## src/rtl/seg7_scan_driver.sv

```systemverilog
// -----------------------------------------------------------------------------
// seg7_scan_driver
//
// Time-multiplexed driver for a common-anode 7-segment display with NUM_DIGITS
// digits. Each digit owns one slot of CLK_DIV system clocks. The first
// BLANK_CYCLES clocks of every slot keep all anodes off so the previous digit's
// segment pattern cannot ghost onto the next digit. Brightness is a 16-level
// PWM applied per whole frame (one frame = one full scan of all digits).
//
// Parameters
//   NUM_DIGITS   : number of multiplexed digits (>= 2, any value)
//   CLK_DIV      : clocks per digit slot (>= 2)
//   BLANK_CYCLES : dark clocks at the start of each slot (1 .. CLK_DIV-1)
//
// Ports
//   clk_i        : system clock
//   rst_ni       : asynchronous active-low reset, released synchronously
//   digits_i     : packed hex nibbles, digit k = digits_i[4k+3:4k], 0 = rightmost
//   digit_en_i   : per-digit enable (0 = digit dark)
//   dp_i         : per-digit decimal point request (1 = lit)
//   lzb_en_i     : leading-zero blanking enable
//   brightness_i : PWM level, 0 = off, 15 = always on
//   anode_o      : active-low anode selects
//   segments_o   : active-low cathodes, bit0 = A .. bit6 = G
//   dp_o         : active-low decimal point
//   frame_o      : one-cycle pulse after the scan wraps from the last digit to 0
// -----------------------------------------------------------------------------
module seg7_scan_driver #(
   parameter int NUM_DIGITS   = 4,
   parameter int CLK_DIV      = 100000,
   parameter int BLANK_CYCLES = 100
) (
   input  logic                    clk_i,
   input  logic                    rst_ni,
   input  logic [4*NUM_DIGITS-1:0] digits_i,
   input  logic [NUM_DIGITS-1:0]   digit_en_i,
   input  logic [NUM_DIGITS-1:0]   dp_i,
   input  logic                    lzb_en_i,
   input  logic [3:0]              brightness_i,
   output logic [NUM_DIGITS-1:0]   anode_o,
   output logic [6:0]              segments_o,
   output logic                    dp_o,
   output logic                    frame_o
);

   localparam int SLOT_W = $clog2(CLK_DIV);
   localparam int IDX_W  = $clog2(NUM_DIGITS);

   localparam logic [SLOT_W-1:0] SLOT_LAST  = SLOT_W'(CLK_DIV - 1);
   localparam logic [SLOT_W-1:0] SLOT_FIRST_LIT = SLOT_W'(BLANK_CYCLES);
   localparam logic [IDX_W-1:0]  IDX_LAST   = IDX_W'(NUM_DIGITS - 1);

   // ---------------------------------------------------------------------
   // Scan state
   // ---------------------------------------------------------------------
   logic [SLOT_W-1:0] slot_cnt_reg, slot_cnt_next;
   logic [IDX_W-1:0]  idx_reg, idx_next;
   logic [3:0]        frame_cnt_reg, frame_cnt_next;
   logic              frame_next;

   // Input snapshot, held constant for the whole slot
   logic [4*NUM_DIGITS-1:0] digits_snap_reg;
   logic [NUM_DIGITS-1:0]   en_snap_reg;
   logic [NUM_DIGITS-1:0]   dp_snap_reg;
   logic                    lzb_snap_reg;
   logic [3:0]              bright_snap_reg;
   logic                    snap_load;

   // Derived display data
   logic [3:0]            digit_val [NUM_DIGITS];
   logic [NUM_DIGITS-1:0] lzb_blank;
   logic                  bright_ok;
   logic                  lit;

   // Next values of the registered pins
   logic [NUM_DIGITS-1:0] anode_next;
   logic [6:0]            segments_next;
   logic                  dp_next;

   // ---------------------------------------------------------------------
   // Active-low hex glyphs, bit order {G,F,E,D,C,B,A}
   // ---------------------------------------------------------------------
   function automatic logic [6:0] hex7_n(input logic [3:0] value);
      logic [6:0] pattern;
      case (value)
         4'h0:    pattern = 7'b1000000;
         4'h1:    pattern = 7'b1111001;
         4'h2:    pattern = 7'b0100100;
         4'h3:    pattern = 7'b0110000;
         4'h4:    pattern = 7'b0011001;
         4'h5:    pattern = 7'b0010010;
         4'h6:    pattern = 7'b0000010;
         4'h7:    pattern = 7'b1111000;
         4'h8:    pattern = 7'b0000000;
         4'h9:    pattern = 7'b0010000;
         4'hA:    pattern = 7'b0001000;
         4'hB:    pattern = 7'b0000011;
         4'hC:    pattern = 7'b1000110;
         4'hD:    pattern = 7'b0100001;
         4'hE:    pattern = 7'b0000110;
         default: pattern = 7'b0001110;
      endcase
      return pattern;
   endfunction

   // ---------------------------------------------------------------------
   // Slot prescaler, digit index and frame counter
   // ---------------------------------------------------------------------
   always_comb begin
      slot_cnt_next  = slot_cnt_reg + SLOT_W'(1);
      idx_next       = idx_reg;
      frame_cnt_next = frame_cnt_reg;
      frame_next     = 1'b0;
      if (slot_cnt_reg == SLOT_LAST) begin
         slot_cnt_next = '0;
         // Explicit wrap so a non-power-of-two digit count works
         if (idx_reg == IDX_LAST) begin
            idx_next       = '0;
            frame_cnt_next = frame_cnt_reg + 4'd1;
            frame_next     = 1'b1;
         end else begin
            idx_next = idx_reg + IDX_W'(1);
         end
      end
   end

   always_ff @(posedge clk_i or negedge rst_ni) begin
      if (!rst_ni) begin
         slot_cnt_reg  <= '0;
         idx_reg       <= '0;
         frame_cnt_reg <= '0;
      end else begin
         slot_cnt_reg  <= slot_cnt_next;
         idx_reg       <= idx_next;
         frame_cnt_reg <= frame_cnt_next;
      end
   end

   // ---------------------------------------------------------------------
   // Snapshot: captured while slot_cnt is 0. That cycle is always inside the
   // blanking interval, so the stale snapshot used during it is never shown.
   // ---------------------------------------------------------------------
   assign snap_load = (slot_cnt_reg == '0);

   always_ff @(posedge clk_i or negedge rst_ni) begin
      if (!rst_ni) begin
         digits_snap_reg <= '0;
         en_snap_reg     <= '0;
         dp_snap_reg     <= '0;
         lzb_snap_reg    <= 1'b0;
         bright_snap_reg <= '0;
      end else if (snap_load) begin
         digits_snap_reg <= digits_i;
         en_snap_reg     <= digit_en_i;
         dp_snap_reg     <= dp_i;
         lzb_snap_reg    <= lzb_en_i;
         bright_snap_reg <= brightness_i;
      end
   end

   generate
      for (genvar gi = 0; gi < NUM_DIGITS; gi++) begin : g_unpack
         assign digit_val[gi] = digits_snap_reg[4*gi +: 4];
      end
   endgenerate

   // ---------------------------------------------------------------------
   // Leading-zero blanking: walk from the most significant digit down,
   // blanking enabled zeros until the first enabled nonzero digit. Disabled
   // digits are skipped without ending the walk. Digit 0 always shows.
   // ---------------------------------------------------------------------
   always_comb begin
      logic leading;
      lzb_blank = '0;
      leading   = lzb_snap_reg;
      for (int k = NUM_DIGITS - 1; k >= 1; k--) begin
         if (leading && en_snap_reg[k]) begin
            if (digit_val[k] == 4'h0) begin
               lzb_blank[k] = 1'b1;
            end else begin
               leading = 1'b0;
            end
         end
      end
   end

   // ---------------------------------------------------------------------
   // Lit decision and output pattern. Segments and DP are only driven when
   // an anode is on, so a dark cycle is fully dark on every pin.
   // ---------------------------------------------------------------------
   always_comb begin
      bright_ok = (bright_snap_reg == 4'hF) || (frame_cnt_reg < bright_snap_reg);
      lit       = (slot_cnt_reg >= SLOT_FIRST_LIT) &&
                  en_snap_reg[idx_reg] &&
                  !lzb_blank[idx_reg] &&
                  bright_ok;

      anode_next    = '1;
      segments_next = 7'h7F;
      dp_next       = 1'b1;
      if (lit) begin
         anode_next    = ~(NUM_DIGITS'(1) << idx_reg);
         segments_next = hex7_n(digit_val[idx_reg]);
         dp_next       = ~dp_snap_reg[idx_reg];
      end
   end

   // Registered pins; reset blanks them without waiting for a clock edge
   always_ff @(posedge clk_i or negedge rst_ni) begin
      if (!rst_ni) begin
         anode_o    <= '1;
         segments_o <= 7'h7F;
         dp_o       <= 1'b1;
         frame_o    <= 1'b0;
      end else begin
         anode_o    <= anode_next;
         segments_o <= segments_next;
         dp_o       <= dp_next;
         frame_o    <= frame_next;
      end
   end

endmodule
```

## config.mk

```make
export PLATFORM = sky130hd
export DESIGN_NAME = seg7_scan_driver
export DESIGN_NICKNAME = d
export VERILOG_FILES = /design/src/rtl/seg7_scan_driver.sv
export SDC_FILE = /design/constraint.sdc
export NUM_CORES = 1
export LEC_CHECK = 0
export BUFFER_PORTS_ARGS = -buffer_cell sky130_fd_sc_hd__buf_2
export CAP_MARGIN = 0
export CORE_AREA = 2 2 93 95
export DETAILED_ROUTE_END_ITERATION = 10
export DIE_AREA = 0 0 95 97
export PLACE_DENSITY_LB_ADDON = 0.12
export SLEW_MARGIN = 20
export SYNTH_ARGS = -nofsm -noshare
export SYNTH_HDL_FRONTEND = slang
export SYNTH_SLANG_ARGS = --single-unit
```

## constraint.sdc

```tcl
create_clock -name clk_i -period 2.4 [get_ports clk_i]
set_clock_uncertainty 0.15 [all_clocks]
set_input_delay 0 -clock clk_i [delete_from_list [all_inputs] [get_ports clk_i]]
set_output_delay 0 -clock clk_i [all_outputs]
set_load 0.005 [all_outputs]
```

==> qor.txt <==
WP buf/inv - 1
Area share of the largest cell type after synthesis - 41.4%
Largest cells by area after synthesis - dfrtp_1, dfstp_2, mux2_2
Slew HR - 65.1%
Slew @ Worst Pin - 0.519 ns
Warnings from Yosys - 0
Critical path class - flip-flop to flip-flop
Critical Path, Cell by Cell - or4_4 > nor4_4 > nand4_1 > buf_12 > mux2_4
Ports - 44
Max-cap violations - 0
Clock root cell - clkbuf_8
GRT Residual Overflow - 0
Rows - 33
Met1 Use GR - 22.5%
Clock Tree Buf Depth - 2
Critical Path Fanout Max - 29
Final setup violation count - 0
RSZ-0062 raised after global routing - no
Post-synthesis mux area share - 17.2%
WP data arrival - 2.28 ns
CTS Sinks - 65
Critical path capture point type - flip-flop
FFs w/ async S/R, synth - 100%
Crit path max-delay family - simple AND/OR/NAND/NOR gates
Final worst-path cycle share - 92.1%
Compound-Gate Fraction of Synth Area - 4.72%
Max-slew violation count - 0
Die H - 97 um
Placed insts - 406
Drt initial violations - 66
Final Wtd Congestion - 0.766
CTS tree - done
# diodes - 0
Commonest non-fill, non-tap cell in the layout - dfrtp_1
Final setup margin - 0.191 ns
Vias per cell - 4.88
Status - finished, final reports clean
DRT Wirelength - 6.25 mm
Post-synth EDFFs - 0
Initial antenna violation count - 0
CTS buffer count - 9
First-pass detailed-route iteration total - 4
Setup_tns - 0 ns
Simple-Gate Fraction of Synth Area - 12.5%
Synth Area in Adders - 6.25%
WL/cell - 13.8 um
Area growth syn-to-layout - 28.0%
M2 GR Usage - 22.1%
Worst EP required - 2.47 ns
Mapped Area - 0.00320 mm^2
Top_reg_cell synth - dfrtp_1
Post-synthesis sequential area ratio - 51.2%
Net Count, Synth - 305
Number of global-route vias before repair - 2305
Die area - 0.00922 mm^2
CTS clk-pin slew, worst paths - 0.07 ns
Core ar. - 0.00813 mm^2
Die width - 95 um
Post-CTS sizing - 0
Total track usage - 15.3%
First-pass GRT wire length - 11.0 mm
H-tree levels - 3
Fin crit period - 2.21 ns
Hold Buf Count CTS - 30
Peak VDD IR - 0.000344 V
DR DRC count - 0
Met3 Track Usage GR - 2.80%
Initial cell density of the core - 39.4%
FF+latch area - 0.00164 mm^2
Max reg flops - 17
Fmax - 453 MHz
Largest family of logic cells by synthesized area - multiplexers
Area of the multi-input gates - 0.00146 mm^2
GR peak layer - met1
Clock latency on the worst-skew pair - 0.34 ns
Yosys reg bits - 65
Worst min path class - input pin to asynchronous set/reset pin
Gate Count Post-Synth - 258
Buffers on Ports - 43
Largest net degree at the start of global routing - 35
Final core occ - 50.4%
Share of cells above drive strength 1 - 35.2%
Leak - 1.88 nW
Post-place setup slack - 0.198 ns
Post-layout nets - 389
Placed wire-length estimate - 4.40 mm
Routed vias - 2204
Crit start category - flip-flop
Post-Synth XOR/XNOR Area - 4.92%
Most frequent cells in the layout - dfrtp_1, buf_2, dlygate4sd3_1
Crit-path max cell delay - 0.56 ns
Power Density - 556 mW/mm^2
Fin cells - 452
Avg Cell Area, Syn - 12.4 um^2
Post-DRT Antenna Nets - 0
Fillers - 723
Area leader, netlist - dfrtp_1
Netlist cell types - 37
Hold Vio Cnt, Final - 0
Post-CTS setup buffers - 0
CP max-delay cell - or4_4
## report_power, final
part / internal (mW) / switching [mW] / total [mW]
Sequential: 1.12 / 0.0190 / 1.14
Combinational: 0.0957 / 0.0669 / 0.163
Clock: 0.563 / 0.414 / 0.977
## cell type report
type	instances	area share (%)
sequential	65	40.0
multi-input combinational	171	35.6
timing repair buffer	84	14.9
clock buffer	12	4.03
tap	105	3.20
clock inverter	4	1.22
inverter	11	1.01
## synthesized netlist by cell type (2+ instances only)
master and count:
buf_2 3, mux2i_1 3, dfstp_2 12, nand3_1 16, nor2_1 17, nor2b_1 2, and3_1 3, o211ai_1 2
xor2_1 8, xnor2_1 10, mux2_4 10, o21ai_0 5, nand2_1 16, buf_6 2, inv_1 11, a21oi_1 5
nand4_1 8, nor3_1 4, mux2_2 21, dfrtp_1 53, clkbuf_1 6, ha_1 16, nor4_4 2, mux4_2 6
o2111ai_1 4, nor4_1 2
## path summary, 6_finish.rpt
| check | from | end | slack (ns) | depth (start not counted) |
|---|---|---|---|---|
| worst max-delay path | slot_cnt_reg[13] | lzb_snap_reg | 0.19 | 5 |
| worst min-delay path | rst_ni | bright_snap_reg[2] | 0.08 | 3 |
| worst max register to register | slot_cnt_reg[13] | lzb_snap_reg | 0.19 | 5 |
| worst min register to register | frame_cnt_reg[3] | frame_cnt_reg[3] | 0.33 | 1 |
| max in group asynchronous | rst_ni | anode_o[0] | 1.68 | 3 |
| min in group clk_i | digits_i[9] | digits_snap_reg[9] | 0.27 | 3 |
## worst register-to-register path, delay by kind of cell, from the launching register on
kind / cells / cell delay, ns
flip-flops: 1 / 0.41
multiplexers: 1 / 0.31
buffers and inverters: 1 / 0.22
AND/OR/NAND/NOR: 3 / 1.00
## kinds of logic (layout without fill, tap and decap cells)
logic type / Yosys count / count (layout)
XOR/XNOR: 18 / 18
adder cells (fa/ha/maj): 16 / 16
AND/OR/NAND/NOR: 75 / 75
multiplexers: 40 / 40
flip-flops: 65 / 65
AO/OA/AOI/OAI: 22 / 22
buffers and inverters: 22 / 111
## per-layer routing
metal,part of all wire [%],wire length [um]
met5,0,0
met2,44,2730
met4,1.9,116
met1,51,3200
met3,3.2,201
## through the flow
step,hold WS [ns],cell area [um^2],power [mW]
2_1_floorplan,-0.446,3200,1.22
3_3_place_gp,-0.0807,3590,1.29
3_5_place_dp,-0.0809,3590,1.29
4_1_cts,0.100,4100,2.31
5_1_grt,0.133,4100,2.39
6_report,0.0849,4100,2.28
(Power assumes the default switching activity.)
